[config.mk]
export PLATFORM = sky130hd
export DESIGN_NAME = serial_tx_flat
export DESIGN_NICKNAME = d
export VERILOG_FILES = /design/src/rtl/serial_tx_if.sv /design/src/rtl/serial_tx.sv /design/src/flat_wrapper.sv
export SDC_FILE = /design/constraint.sdc
export NUM_CORES = 1
export LEC_CHECK = 0
export ABC_CLOCK_PERIOD_IN_PS = 5590
export CORE_MARGIN = 2
export CORE_UTILIZATION = 50
export DETAILED_ROUTE_END_ITERATION = 8
export GPL_ROUTABILITY_DRIVEN = 0
export PLACE_DENSITY = 0.78
export RECOVER_POWER = 25
export SLEW_MARGIN = 15
export SYNTH_ARGS = -nofsm -noshare
export SYNTH_HDL_FRONTEND = slang
export SYNTH_SLANG_ARGS = --single-unit
[constraint.sdc]
create_clock -name clk -period 5.59 [get_ports clk]
set_clock_uncertainty 0.15 [all_clocks]
set_input_delay 1.118 -clock clk [delete_from_list [all_inputs] [get_ports clk]]
set_output_delay 1.118 -clock clk [all_outputs]
set_load 0.05 [all_outputs]
[src/rtl/serial_tx_if.sv]
// ============================================================================
//  Module   : serial_tx_if
//  Brief    : Word handshake between a producer and the serial transmitter.
//  Revision : 1.0 - initial release
// ============================================================================
`timescale 1ns/1ps
`default_nettype none

interface serial_tx_if #(
    parameter int DATA_W = 8
);
    logic [DATA_W-1:0] tx_data;
    logic              tx_valid;
    logic              tx_ready;

    modport master (
        output tx_data,
        output tx_valid,
        input  tx_ready
    );

    modport slave (
        input  tx_data,
        input  tx_valid,
        output tx_ready
    );
endinterface

`default_nettype wire

[src/rtl/serial_tx.sv]
// ============================================================================
//  Module   : serial_tx
//  Brief    : UART-style framed transmitter (start, DATA_W bits LSB first, stop).
//  Revision : 1.0 - initial release
// ============================================================================
`timescale 1ns/1ps
`default_nettype none

module serial_tx #(
    parameter int DATA_W       = 8,
    parameter int CLKS_PER_BIT = 868
) (
    input  logic        clk,
    input  logic        reset,
    serial_tx_if.slave  bus,
    output logic        tx_o,
    output logic        busy_o,
    output logic        done_o
);

    localparam int c_div_w = $clog2(CLKS_PER_BIT);
    localparam int c_bit_w = $clog2(DATA_W + 1);
    localparam logic [c_div_w-1:0] c_div_last = c_div_w'(CLKS_PER_BIT - 1);
    localparam logic [c_bit_w-1:0] c_bit_last = c_bit_w'(DATA_W - 1);

    typedef enum logic [1:0] {
        S_IDLE  = 2'd0,
        S_START = 2'd1,
        S_DATA  = 2'd2,
        S_STOP  = 2'd3
    } state_t;

    state_t              state_q, state_d;
    logic [c_div_w-1:0]  div_q,   div_d;
    logic [c_bit_w-1:0]  bit_q,   bit_d;
    logic [DATA_W-1:0]   shift_q, shift_d;
    logic                tx_q,    tx_d;
    logic                done_q,  done_d;

    logic                w_bit_end;

    assign w_bit_end = (div_q == c_div_last);

    always_ff @(posedge clk) begin
        if (!reset) begin
            state_q <= S_IDLE;
            div_q   <= '0;
            bit_q   <= '0;
            shift_q <= '0;
            tx_q    <= 1'b1;
            done_q  <= 1'b0;
        end else begin
            state_q <= state_d;
            div_q   <= div_d;
            bit_q   <= bit_d;
            shift_q <= shift_d;
            tx_q    <= tx_d;
            done_q  <= done_d;
        end
    end

    // tx_d is the line level for the cycle after this edge, so the pin flop
    // lines up exactly with the state it belongs to.
    always_comb begin
        state_d = state_q;
        div_d   = div_q;
        bit_d   = bit_q;
        shift_d = shift_q;
        tx_d    = 1'b1;
        done_d  = 1'b0;

        unique case (state_q)
            S_IDLE: begin
                if (bus.tx_valid) begin
                    state_d = S_START;
                    shift_d = bus.tx_data;
                    div_d   = '0;
                    tx_d    = 1'b0;
                end
            end
            S_START: begin
                if (w_bit_end) begin
                    state_d = S_DATA;
                    div_d   = '0;
                    bit_d   = '0;
                    tx_d    = shift_q[0];
                end else begin
                    div_d   = div_q + c_div_w'(1);
                    tx_d    = 1'b0;
                end
            end
            S_DATA: begin
                if (w_bit_end) begin
                    div_d   = '0;
                    shift_d = shift_q >> 1;
                    if (bit_q == c_bit_last) begin
                        state_d = S_STOP;
                        tx_d    = 1'b1;
                    end else begin
                        bit_d   = bit_q + c_bit_w'(1);
                        tx_d    = shift_d[0];
                    end
                end else begin
                    div_d   = div_q + c_div_w'(1);
                    tx_d    = shift_q[0];
                end
            end
            S_STOP: begin
                if (w_bit_end) begin
                    state_d = S_IDLE;
                    div_d   = '0;
                    done_d  = 1'b1;
                end else begin
                    div_d   = div_q + c_div_w'(1);
                end
            end
            default: begin
                state_d = S_IDLE;
            end
        endcase
    end

    assign bus.tx_ready = (state_q == S_IDLE);
    assign busy_o       = (state_q != S_IDLE);
    assign tx_o         = tx_q;
    assign done_o       = done_q;

endmodule

`default_nettype wire
[src/flat_wrapper.sv]
// flat-port wrapper written by rule: the top's interface ports become plain ports
module serial_tx_flat 
#(
    parameter int DATA_W       = 8,
    parameter int CLKS_PER_BIT = 868
)
  (clk, reset, tx_o, busy_o, done_o, bus_tx_data, bus_tx_valid, bus_tx_ready);
  serial_tx_if #(.DATA_W(DATA_W)) bus_i ();
  input  logic clk;
  input  logic reset;
  output logic tx_o;
  output logic busy_o;
  output logic done_o;
  input wire logic [$bits(bus_i.tx_data)-1:0] bus_tx_data;
  input wire logic [$bits(bus_i.tx_valid)-1:0] bus_tx_valid;
  output wire logic [$bits(bus_i.tx_ready)-1:0] bus_tx_ready;
  assign bus_i.tx_data = bus_tx_data;
  assign bus_i.tx_valid = bus_tx_valid;
  assign bus_tx_ready = bus_i.tx_ready;
  serial_tx #(.DATA_W(DATA_W), .CLKS_PER_BIT(CLKS_PER_BIT)) u_core (.clk(clk), .reset(reset), .bus(bus_i), .tx_o(tx_o), .busy_o(busy_o), .done_o(done_o));
endmodule
==> run metrics, run 1 <==
Fillers 235; asr flop ratio synth 0%; initial DRC count 48; Antenna Violating Nets Remaining 0; simple-gate portion of the synthesized area 22.9%; P per Cell Area 414 mW/mm^2; Rel. slew slack 50.9%; Synth Area per Inst 8.91 sq um; peak supply drop 0.271 mV; Synth Register Bits 26; Total GRT Usage 18.1%; worst hold path class reg2reg; mux cell area share after synthesis 6.28%; Seq/Total Area, Yosys 36.3%; drt pass-1 iters 4; met2 usage 29.5%; maximum fanout along the worst path 10; fin crit share 60.0%; GRT met3 Usage 3.17%; CP required 4.32 ns; Final Instance Area 0.00159 sq mm; flop-to-flop setup slack 3.20 ns; vias in the first global route 1164; commonest cells in the netlist dfxtp_1 (26), a21oi_1 (20), inv_1 (9), mux2i_1 (9); maxcap violations 0; Final setup viols 0; Clk Latency, worst-skew pair 0.31 ns; vias per inst 5.98; capturing point of the worst reg2reg path u_core.shift_q[0]; Die X-Extent 57.6 um; adder-cell share of the synthesized area 5.24%; post-DP HPWL 2080 um; initial antenna violation count 0; reg2reg start u_core.state_q[0]; Ports 15; dominant synthesized flop cell dfxtp_1; Netlist cell types 45; initial core utilization 52.4%; data arrival time of the critical path 2.08 ns; Rows 19; M1 GR Usage 22.8%; main combinational cell family by area after synthesis simple AND/OR/NAND/NOR gates; number of post-CTS setup repair buffers 0; HP Start u_core.shift_q[7]; Top Usage Layer GRT met2; Synth Area in Compound Gates 22.3%; most common cell in the netlist dfxtp_1; largest net degree at the start of global routing 18; Yosys top cell by area dfxtp_1; # clock sinks 26; share of the synthesized area in the top cell type 36.3%; CP Class reg2out; r2r worst-path depth 6; CP cell instances inv_1 -> ha_1 -> inv_1 -> clkdlybuf4s50_1; slew at the pin with the worst max-slew slack 0.736 ns; post-CTS resize count 0; critical path's most frequent cell inv_1; clock root buffer clkbuf_4; final hold vios 0; slowest CP cell clkdlybuf4s50_1; XOR/XNOR share of the synthesized area 1.22%; routed wire length 2780 um; synth warn 0; fmax 0.298 GHz; Post-synth EDFFs 0; drt wl/cell 13.8 um; Max Slew Vio Count 0; CP Capture Type primary output; CP Launch Type register; Residual DRC 0; hold endpoint u_core.shift_q[7]; first-pass GRT wire length 4780 um; via count 1207; Syn-to-layout area delta 10.6%; Layout Nets 190; Die Y 57.6 um; H-tree levels 1; status completed; share of cells above drive strength 1 7.60%; syn nets 178; clock transition at the registers of the reported paths 0.13 ns; CP peak stage delay 0.81 ns; leakage 0.532 nW; synth top area cells dfxtp_1 (36%), a21oi_1 (7.0%), mux2i_1 (6.3%); clock tree buffer depth 2; Area after DPL 0.00156 sq mm; CTS tree built; Post-CTS Hold Fix Bufs 0; hold path depth 2; gr ovfl total 0; RSZ-0062 raised after global routing no; Die ar. 0.00331 sq mm; clock buffer count from CTS 3; Syn Std Cell Area 0.00143 sq mm; cell count after synthesis 161; setup TNS 0 ns; Port Buffers 14; core area 0.00273 sq mm; fin crit period 3.35 ns; antenna cells 0; worst hold slack 0.340 ns
## kinds of logic (layout without fill, tap and decap cells)
kind of cell    after synthesis  in the layout
mux                           9              9
buf+inv                      16             26
flops                        26             26
xor+xnor                      2              2
fa+ha+maj                     6              6
compound gates               50             50
simple gates                 52             52
## routing by layer
metal  wire (um)  vias to the layer above
li1            -                      619
met1        1310                      560
met2        1330                       26
met3         122                        2
met4          17                        0
met5           0                        -
## cell type report
class / instances / area, sq um / area share, %
Timing Repair Buffer: 14 / 140 / 8.84
Tap cell: 31 / 38.8 / 2.45
Inverter: 9 / 33.8 / 2.13
Multi-Input combinational cell: 119 / 830 / 52.3
Clock buffer: 3 / 22.5 / 1.42
Sequential cell: 26 / 520 / 32.8
## per-stage QoR
stage                     instances  setup slack, ns  total power [mW]  util, %
after floorplan                 161             2.94             0.514        -
after global placement          199             2.62             0.569     57.2
after detailed placement        199             2.57             0.580     57.2
after CTS                       202             2.22             0.660     58.0
after global routing            202             2.11             0.707     58.0
final                           202             2.24             0.656     58.0
## sequential cells by signal, summed over array words and instances, names as in the netlist
signal          count
u_core.bit_q        4
u_core.div_q       10
u_core.done_o       1
u_core.shift_q      8
u_core.state_q      2
u_core.tx_o         1
## cell usage in the layout (no fill, tap or decap), drive strengths merged, types with 2 or more instances in the layout
master,instances
a211oi,8
a21oi,20
a31oi,2
and2,3
and3,2
clkbuf,3
clkdlybuf4s50,12
dfxtp,26
dlygate4sd3,2
ha,6
inv,9
mux2i,9
nand2,6
nand2b,3
nand3,9
nand3b,2
nand4,3
nand4b,3
nor2,6
nor3,5
o21ai,8
o31ai,4
or3,4
or4,2
xnor2,2
## report_power, final
part	switching [mW]	internal, mW
Sequential	0.0261	0.227
Combinational	0.200	0.124
Clock	0.0525	0.0252
## worst max path at each step
stage,start,endpoint,slack [ns],depth (start not counted)
5_1_grt,u_core.state_q[0],busy_o,2.11,4
3_5_place_dp,reset,u_core.div_q[6],2.57,5
4_1_cts,u_core.state_q[0],busy_o,2.22,4
3_3_place_gp,bus_tx_valid,u_core.shift_q[3],2.62,5
6_report,u_core.state_q[0],busy_o,2.24,4
2_1_floorplan,u_core.state_q[0],busy_o,2.94,4
## worst max-delay path: cells and delay by family (launching register included)
kind	cells	cell delay, ns
DFF	1	0.41
buffers and inverters	3	1.03
adders and majority gates	1	0.32
Power figures use the tool's default switching activity.
==> inputs of run 2 (changes only) <==
--- a/config.mk
+++ b/config.mk
@@ -5,7 +5,7 @@
 export SDC_FILE = /design/constraint.sdc
 export NUM_CORES = 1
 export LEC_CHECK = 0
-export ABC_CLOCK_PERIOD_IN_PS = 5590
+export ABC_CLOCK_PERIOD_IN_PS = 3110
 export CORE_MARGIN = 2
 export CORE_UTILIZATION = 50
 export DETAILED_ROUTE_END_ITERATION = 8
==> constraint.sdc (replaced) <==
create_clock -name clk -period 3.11 [get_ports clk]
set_clock_uncertainty 0.15 [all_clocks]
set_input_delay 0.622 -clock clk [delete_from_list [all_inputs] [get_ports clk]]
set_output_delay 0.622 -clock clk [all_outputs]
set_load 0.05 [all_outputs]
==> run 2 against run 1 <==
Effect of this change:
- highest routed layer unchanged
- setup slack got worse by 2.0 ns
- register-to-register slack got worse by 2.6 ns
- core utilization increased by 0.64 points
==> run metrics, run 2 (synthesis results as in run 1) <==
H-tree levels 1 (unchanged); vias in the first global route 1211 (+4.0%); CP required 2.34 ns (-1.98 ns); drt wl/cell 14.9 um (+8.5%); Die Y 57.6 um (unchanged); clock root buffer clkbuf_4; Layout Nets 193 (+1.6%); Total GRT Usage 20.2% (+2.1 points); maximum fanout along the worst path 10 (unchanged); clock buffer count from CTS 3 (unchanged); biggest regs u_core.div_q: 10 flops, u_core.shift_q: 8 flops, u_core.bit_q: 4 flops; met3 wire length 102 um (-16%); drt pass-1 iters 4 (unchanged); reg2reg start u_core.div_q[0]; data arrival time of the critical path 2.13 ns (+0.05 ns); first-pass GRT wire length 5240 um (+9.5%); Psw 518 uW (+86%); initial antenna violation count 0 (unchanged); core area 0.00273 sq mm (unchanged); Max Slew Vio Count 0 (unchanged); routed wire length 3080 um (+11%); Rows 19 (unchanged); CP Capture Type primary output; vias per inst 6.06 (+1.4%); DRT met1 WL 1420 um (+8.3%); P per Cell Area 773 mW/mm^2 (+87%); DR top layer met4; most frequent cells in the layout dfxtp_1 (26), a21oi_1 (20), clkdlybuf4s50_1 (13); share of cells above drive strength 1 8.57% (+0.97 points); met2 WL 1490 um (+12%); Port Buffers 14 (unchanged); clock transition at the registers of the reported paths 0.14 ns (about the same); largest net degree at the start of global routing 18 (unchanged); Final setup viols 0 (unchanged); CTS tree built; crit path launch u_core.state_q[0]; Syn-to-layout area delta 11.8%; final hold vios 0 (unchanged); Top reg by flops u_core.div_q; Switching Share 41.8% (-0.70 points); flop-to-flop setup slack 0.64 ns (-2.56 ns); Residual DRC 0 (unchanged); setup TNS 0 ns (unchanged); Die X-Extent 57.6 um (unchanged); Ports 15 (unchanged); number of post-CTS setup repair buffers 0 (unchanged); Clk Latency, worst-skew pair 0.33 ns (+0.02 ns); antenna cells 0 (unchanged); gr ovfl total 0 (unchanged); P_int 721 uW (+91%); worst hold path class reg2reg; maxcap violations 0 (unchanged); CP Launch Type register; Rel. slew slack 36.0% (-15 points); Critical Path Sink busy_o; r2r worst-path depth 5 (-1); Antenna Violating Nets Remaining 0 (unchanged); initial core utilization 52.4% (unchanged); Fillers 244 (+3.8%); clock tree buffer depth 2 (unchanged); status completed; Reg power frac 36.9% (-1.8 points); most common cell after layout, fill and taps aside dfxtp_1; combinational share of power 49.0% (-0.5 points); leakage 0.552 nW (+3.8%); CP Class reg2out; # clock sinks 26 (unchanged); Die ar. 0.00331 sq mm (unchanged); capturing point of the worst reg2reg path u_core.shift_q[6]; fin crit period 2.90 ns; peak supply drop 0.639 mV (+140%); max reg flops 10 (unchanged); via count 1248 (+3.4%); Clk pwr share 14.1% (+2.3 points); Post-CTS Hold Fix Bufs 0 (unchanged); initial DRC count 50 (+4.2%); fin crit share 93.3%; RSZ-0062 raised after global routing no; Final Power 1.24 mW (+89%); slew at the pin with the worst max-slew slack 0.952 ns (+0.215 ns); post-CTS resize count 0 (unchanged); fmax 0.345 GHz; post-DP HPWL 2270 um (+9.2%)
run 2: final cells by class:
cell class                 count  area [sq um]  share of cell area [%]
clock buffer                   4          36.3                    2.26
timing repair buffer          17           163                    10.1
multi-input combinational    119           811                    50.6
tap                           31          38.8                    2.42
sequential                    26           520                    32.5
inverter                       9          33.8                    2.11
run 2: routing by layer:
layer | vias to the layer above | GRT usage [%]
met5 | - | 0
met1 | 588 | 25.2
li1 | 632 | -
met4 | 0 | 10.6
met2 | 23 | 33.8
met3 | 5 | 2.72
run 2: critical path: stages, from the launching register on:
cell and delay (ns):
dfxtp_1 0.41, inv_1 0.09, ha_1 0.33, inv_1 0.16, clkdlybuf4s50_1 0.82
run 2: how the worst min path moves through the flow:
stage               cells past startpoint                end              start
finish                                  2  u_core.shift_q[7]  u_core.shift_q[7]
global route                            2  u_core.shift_q[7]  u_core.shift_q[7]
CTS                                     2  u_core.shift_q[7]  u_core.shift_q[7]
detailed placement                      2  u_core.shift_q[7]  u_core.shift_q[7]
global placement                        2    u_core.bit_q[3]    u_core.bit_q[3]
floorplan                               2  u_core.shift_q[7]  u_core.shift_q[7]
run 2: through the flow:
stage	instances	util (%)	cell area [sq um]	setup WS [ns]	hold slack, ns
final	206	58.6	1600	0.208	0.339
after global routing	206	58.6	1600	0.105	0.355
after CTS	206	59.3	1620	0.198	0.338
after detailed placement	202	58.0	1590	0.611	0.317
after global placement	202	58.0	1590	0.684	0.323
after floorplan	161	-	1430	0.829	0.285
run 2: power by group through the flow:
stage | logic (mW) | registers, mW | clock network (mW)
after floorplan | 0.459 | 0.465 | 0
after global placement | 0.588 | 0.459 | 0
after detailed placement | 0.611 | 0.464 | 0
after CTS | 0.613 | 0.456 | 0.180
after global routing | 0.676 | 0.464 | 0.191
final | 0.608 | 0.457 | 0.175
